**config.mk**
```make
export PLATFORM = sky130hd
export DESIGN_NAME = dct_mac_accum
export DESIGN_NICKNAME = d
export VERILOG_FILES = /design/src/rtl/jpeg_dct_pkg.sv /design/src/rtl/dct_mult_reg.sv /design/src/rtl/dct_mac_accum.sv
export SDC_FILE = /design/constraint.sdc
export NUM_CORES = 1
export LEC_CHECK = 0
export BUFFER_PORTS_ARGS = -buffer_cell sky130_fd_sc_hd__buf_2
export CAP_MARGIN = 10
export CORE_ASPECT_RATIO = 1.2
export CORE_MARGIN = 10
export CORE_UTILIZATION = 55
export DETAILED_ROUTE_END_ITERATION = 6
export GPL_TIMING_DRIVEN = 0
export PLACE_DENSITY = 0.73
export SETUP_SLACK_MARGIN = 0.02
export SYNTH_ARGS = -nofsm -noshare
export SYNTH_HDL_FRONTEND = slang
export SYNTH_SLANG_ARGS = --single-unit
```
**constraint.sdc**
```tcl
create_clock -name clk -period 9.8 [get_ports clk]
set_clock_uncertainty 0.15 [all_clocks]
set_input_delay 1.47 -clock clk [delete_from_list [all_inputs] [get_ports clk]]
set_output_delay 1.47 -clock clk [all_outputs]
set_load 0.005 [all_outputs]
```
**src/rtl/jpeg_dct_pkg.sv**
```systemverilog
// Shared types and output rounding for the fdct_zigzag DCT datapath.
package jpeg_dct_pkg;

  localparam int unsigned DATA_W    = 8;
  localparam int unsigned COEF_W    = 16;
  localparam int unsigned N_TERMS   = 8;
  localparam int unsigned FRAC_BITS = 14;
  localparam int unsigned OUT_W     = 12;

  localparam int unsigned MULT_W = DATA_W + COEF_W;
  localparam int unsigned ACC_W  = MULT_W + $clog2(N_TERMS);
  // Width of the rounded sum before saturation (one extra bit absorbs the rounding carry).
  localparam int unsigned RND_W  = ACC_W - FRAC_BITS + 1;

  typedef logic signed [DATA_W-1:0] sample_t;
  typedef logic signed [COEF_W-1:0] coef_t;
  typedef logic signed [MULT_W-1:0] mult_t;
  typedef logic signed [ACC_W-1:0]  acc_t;
  typedef logic signed [OUT_W-1:0]  dct_out_t;

  // Add one half LSB, drop FRAC_BITS (round half toward +inf), clamp to OUT_W.
  function automatic dct_out_t sat_round(input acc_t acc);
    logic signed [ACC_W:0]   r;
    logic signed [RND_W-1:0] s;
    r = $signed({acc[ACC_W-1], acc})
      + $signed({{(ACC_W + 1 - FRAC_BITS){1'b0}}, 1'b1, {(FRAC_BITS - 1){1'b0}}});
    s = r[ACC_W:FRAC_BITS];
    if ((s[RND_W-1:OUT_W-1] == '0) || (s[RND_W-1:OUT_W-1] == '1)) begin
      return s[OUT_W-1:0];
    end else if (s[RND_W-1]) begin
      return {1'b1, {(OUT_W - 1){1'b0}}};
    end else begin
      return {1'b0, {(OUT_W - 1){1'b1}}};
    end
  endfunction

endpackage

```
**src/rtl/dct_mult_reg.sv**
```systemverilog
// Stage M: registered full-width signed multiply plus term qualifiers.
module dct_mult_reg #(
  parameter int unsigned DATA_W = 8,
  parameter int unsigned COEF_W = 16
) (
  input  logic                             clk_i,
  input  logic                             rst_i,
  input  logic                             ena_i,
  input  logic                             in_valid_i,
  input  logic                             in_first_i,
  input  logic signed [DATA_W-1:0]         din_i,
  input  logic signed [COEF_W-1:0]         coef_i,
  output logic signed [DATA_W+COEF_W-1:0]  mult_res_o,
  output logic                             m_valid_o,
  output logic                             m_first_o
);
  import jpeg_dct_pkg::*;

  logic signed [DATA_W+COEF_W-1:0] mult_res_q, mult_res_d;
  logic                            m_valid_q, m_first_q;

  // Product is computed at full width so no bits are lost before accumulation.
  always_comb begin
    mult_res_d = mult_res_q;
    if (in_valid_i) mult_res_d = din_i * coef_i;
  end

  // Pipeline register for the product and its valid/first qualifiers.
  always_ff @(posedge clk_i) begin
    if (rst_i) begin
      mult_res_q <= '0;
      m_valid_q  <= 1'b0;
      m_first_q  <= 1'b0;
    end else if (ena_i) begin
      mult_res_q <= mult_res_d;
      m_valid_q  <= in_valid_i;
      m_first_q  <= in_valid_i & in_first_i;
    end
  end

  assign mult_res_o = mult_res_q;
  assign m_valid_o  = m_valid_q;
  assign m_first_o  = m_first_q;

endmodule

```
**src/rtl/dct_mac_accum.sv**
```systemverilog
// DCT multiply-accumulate: sums N_TERMS products, rounds/saturates, pulses out_valid.
module dct_mac_accum #(
  parameter int unsigned DATA_W    = jpeg_dct_pkg::DATA_W,
  parameter int unsigned COEF_W    = jpeg_dct_pkg::COEF_W,
  parameter int unsigned N_TERMS   = jpeg_dct_pkg::N_TERMS,
  parameter int unsigned FRAC_BITS = jpeg_dct_pkg::FRAC_BITS,
  parameter int unsigned OUT_W     = jpeg_dct_pkg::OUT_W
) (
  input  logic                     clk,
  input  logic                     rst,
  input  logic                     ena,
  input  logic                     in_valid,
  input  logic                     in_first,
  input  logic signed [DATA_W-1:0] din,
  input  logic signed [COEF_W-1:0] coef,
  output logic [OUT_W-1:0]         dout,
  output logic                     out_valid,
  output logic                     seq_err
);
  import jpeg_dct_pkg::*;

  localparam int unsigned MULT_W = DATA_W + COEF_W;
  localparam int unsigned CNT_W  = $clog2(N_TERMS);
  localparam int unsigned ACC_W  = MULT_W + CNT_W;

  logic signed [MULT_W-1:0] mult_res;
  logic                     m_valid, m_first;

  dct_mult_reg #(
    .DATA_W(DATA_W),
    .COEF_W(COEF_W)
  ) u_mult (
    .clk_i      (clk),
    .rst_i      (rst),
    .ena_i      (ena),
    .in_valid_i (in_valid),
    .in_first_i (in_first),
    .din_i      (din),
    .coef_i     (coef),
    .mult_res_o (mult_res),
    .m_valid_o  (m_valid),
    .m_first_o  (m_first)
  );

  logic signed [ACC_W-1:0] acc_q, acc_d, mult_ext;
  logic [CNT_W-1:0]        cnt_q, cnt_d;
  logic [CNT_W:0]          cnt_inc;
  logic                    start;
  logic                    done_q, done_d;
  logic                    seq_err_q, seq_err_d;
  logic                    out_valid_q, out_valid_d;
  logic [OUT_W-1:0]        dout_q, dout_d;

  assign mult_ext = {{CNT_W{mult_res[MULT_W-1]}}, mult_res};

  // Stage A: accumulate; a stray non-first term with no open sequence starts a new one.
  always_comb begin
    acc_d     = acc_q;
    cnt_d     = cnt_q;
    cnt_inc   = '0;
    done_d    = 1'b0;
    seq_err_d = 1'b0;
    start     = m_first || (cnt_q == '0);
    if (m_valid) begin
      seq_err_d = m_first && (cnt_q != '0);
      if (start) begin
        acc_d   = mult_ext;
        cnt_inc = (CNT_W + 1)'(1);
      end else begin
        acc_d   = acc_q + mult_ext;
        cnt_inc = {1'b0, cnt_q} + (CNT_W + 1)'(1);
      end
      if (cnt_inc == (CNT_W + 1)'(N_TERMS)) begin
        cnt_d  = '0;
        done_d = 1'b1;
      end else begin
        cnt_d = cnt_inc[CNT_W-1:0];
      end
    end
  end

  // Stage O: present the completed sum one edge after the last term lands in acc.
  always_comb begin
    out_valid_d = done_q;
    dout_d      = dout_q;
    if (done_q) dout_d = sat_round(acc_q);
  end

  // All state advances only under ena; reset overrides ena.
  always_ff @(posedge clk) begin
    if (rst) begin
      acc_q       <= '0;
      cnt_q       <= '0;
      done_q      <= 1'b0;
      seq_err_q   <= 1'b0;
      out_valid_q <= 1'b0;
      dout_q      <= '0;
    end else if (ena) begin
      acc_q       <= acc_d;
      cnt_q       <= cnt_d;
      done_q      <= done_d;
      seq_err_q   <= seq_err_d;
      out_valid_q <= out_valid_d;
      dout_q      <= dout_d;
    end
  end

  assign dout      = dout_q;
  assign out_valid = out_valid_q;
  assign seq_err   = seq_err_q;

endmodule

```
==> metrics <==
run status=finished clean; Pre-Repair DR Iteration Count=5; vias in the first global route=7,720; root buffer cell=clkbuf_16; share of cells above drive strength 1=5.92%; number of post-CTS setup repair buffers=0; Site Rows=50; Mapped Nets=1,280; core area=15,700 um2; cell accounting for the most synthesized area=fa_1; Area Growth Syn to Fin=8.98%; Diodes inserted=0; Non-Filler Instances=1,339; Leak=4.50 nW; CP Capture Type=flip-flop; # port buffers=42; DRC=0; reg2reg path depth=11; CP Max Fanout=10; clock tree buffer depth=2; initial antenna violation count=0; final setup TNS=0 ns; compound-gate portion of the synthesized area=17.3%; CTS Buf Count=9; Least-Margin Pin Slew=0.646 ns; via count=7,402; Yosys reg bits=71; mux cell area share after synthesis=0.339%; Post-Syn Area per Cell=8.25 um2; hold_buf cts=0; xor/xnor share of the synthesized area=4.95%; area share of and/or/nand/nor cells after synthesis=19.1%; FF-to-FF End=acc_q[24]$_SDFFE_PP0P_; fin. max-slew vios=0; Cell variety after synth=54; die height=159 um; minimum hold slack=0.309 ns; worst-case vdd ir drop=0.0899 mV; Max H-tree Level=3; yosys warns=0; clk sink count=71; sequential element share of the synthesized area=16.1%; Gate Count Post-Synth=1,073; First DRT Iteration DRCs=393; Overflow after GRT=0; Final Wtd Congestion=0.907; Min-Delay Path Depth=2; Synth top area share=23.5%; first-pass GRT wire length=36,600 um; Main synth FF type=dfxtp_1; worst reg2reg startpoint=u_mult.mult_res_o[0]$_SDFFE_PP0P_; final WL=21,300 um; number of synthesized flops with an enable pin=0; unrepaired setup endpoints after global routing=false; Peak Freq=147 MHz; Tcrit/Tclk final=69.5%; post-cts resize count=0; min cycle time layout=6.81 ns; Vias/cell=5.53; Slew headroom=56.9%; Critical Path AT=6.88 ns; largest family of logic cells by synthesized area=adder cells; die width=136 um; hold path start=dout[11]$_SDFFE_PP0P_; Setup crit start kind=primary input; initial core utilization=56.4%; WHS Endpoint=dout[11]$_SDFFE_PP0P_; CTS tree=done; commonest non-fill, non-tap cell in the layout=inv_1; final hold vios=0; Netlist Area Pre-Place=8850 um2; Final setup viols=0; critical path required time=9.87 ns; crit path kind=primary input to flip-flop; Max-cap violations=0; Post-layout nets=1,333; Post-Synth Adder-Cell Area=34.0%; Post-synth ARST share=0%; placed insts=1,323; clock slew at reported path FFs=0.06 ns; R2R setup slack=6.86 ns; largest net degree at the start of global routing=13; Hold Crit Class=flip-flop to flip-flop; IO Count=43; post-DP HPWL=17,300 um; PwrDens=207 nW/um2; Tot GR Track Use=20.2%; Final Power=2.00 mW; top cells by area, synth=fa_1, dfxtp_1, ha_1; most frequent cells in the layout=inv_1, nand2_1, fa_1, and2_1, a21oi_1; wire per inst=15.9 um; Die Area=21,600 um2; Final ANT Viol Nets=0; clock insertion delay at the later pin of the skew report=0.33 ns
-- kinds of logic (layout without fill, tap and decap cells) --
family,Yosys count,after routing
adders and majority gates,178,178
muxes,3,3
buffers and inverters,193,251
AOI/OAI and AO/OA,236,236
xor gates and xnor gates,50,50
DFF,71,71
and+or+nand+nor,342,342
-- synth_stat cells, drive strengths merged (10+ instances only) --
library cell	number
a31oi	10
xor2	13
and2	95
nand2	116
clkbuf	35
o21a	12
inv	154
nor3	10
a21oi	76
nor2	54
o211a	11
a21o	11
nand3	27
dfxtp	71
a311oi	10
o211ai	11
ha	74
o21ai	51
xnor2	37
fa	104
a211oi	11
-- through the flow --
stage | instance area [um2] | util, % | setup slack [ns]
after floorplan | 8850 | - | 3.55
after global placement | 9320 | 59.3 | 2.62
after detailed placement | 9320 | 59.3 | 2.60
after CTS | 9640 | 61.4 | 2.94
after global routing | 9640 | 61.4 | 2.46
final | 9640 | 61.4 | 2.99
-- power breakdown --
part	switching (mW)	total, mW	internal (mW)
sequential	0.0514	0.381	0.330
combinational	0.704	1.26	0.557
clock	0.125	0.355	0.230
-- layer usage --
layer  vias up  track usage, %  routed length, um
met5         -               0                  0
met4         0            8.14                684
met3        47            1.51                734
met2       171            35.4              10700
met1      3530            24.7               9160
li1       3654               -                  -
-- registers in the layout, indices dropped and copies added, names as in the netlist --
name / flops
seq_err: 1
cnt_q: 3
dout: 12
acc_q: 27
u_mult.m_first_o: 1
done_q: 1
out_valid: 1
u_mult.m_valid_o: 1
u_mult.mult_res_o: 24
-- worst max-delay path, stage by stage --
cell and delay [ns]:
buf_2 0.12, inv_1 0.21, buf_1 0.50, nor2_1 0.15, fa_1 0.47, fa_1 0.50, fa_1 0.54, inv_1 0.05
fa_1 0.52, inv_1 0.04, ha_1 0.37, a211oi_1 0.23, a32oi_1 0.12, a41oi_1 0.40, o21ai_0 0.24, o41ai_1 0.49
o21ai_0 0.21, xnor2_1 0.17, o21ai_0 0.08
-- layout make-up --
type                    instances  area [um2]
fillers                      1426        6060
plain buffers                  39         148
well taps                     208         260
clock buffers                  11         243
clock inverters                 5        81.3
flip-flops and latches         71        1420
repair buffers                 42         210
multi-input cells             809        6700
inverters                     154         578
-- worst max path at each step --
stage                                         end  cells past startpoint    from  slack (ns)
6_report       u_mult.mult_res_o[23]$_SDFFE_PP0P_                     19  din[7]        2.99
2_1_floorplan  u_mult.mult_res_o[23]$_SDFFE_PP0P_                     18  din[7]        3.55
4_1_cts        u_mult.mult_res_o[23]$_SDFFE_PP0P_                     19  din[7]        2.94
3_5_place_dp   u_mult.mult_res_o[23]$_SDFFE_PP0P_                     19  din[7]        2.60
3_3_place_gp   u_mult.mult_res_o[23]$_SDFFE_PP0P_                     19  din[7]        2.62
5_1_grt        u_mult.mult_res_o[23]$_SDFFE_PP0P_                     19  din[7]        2.46
Power figures use the tool's default switching activity.
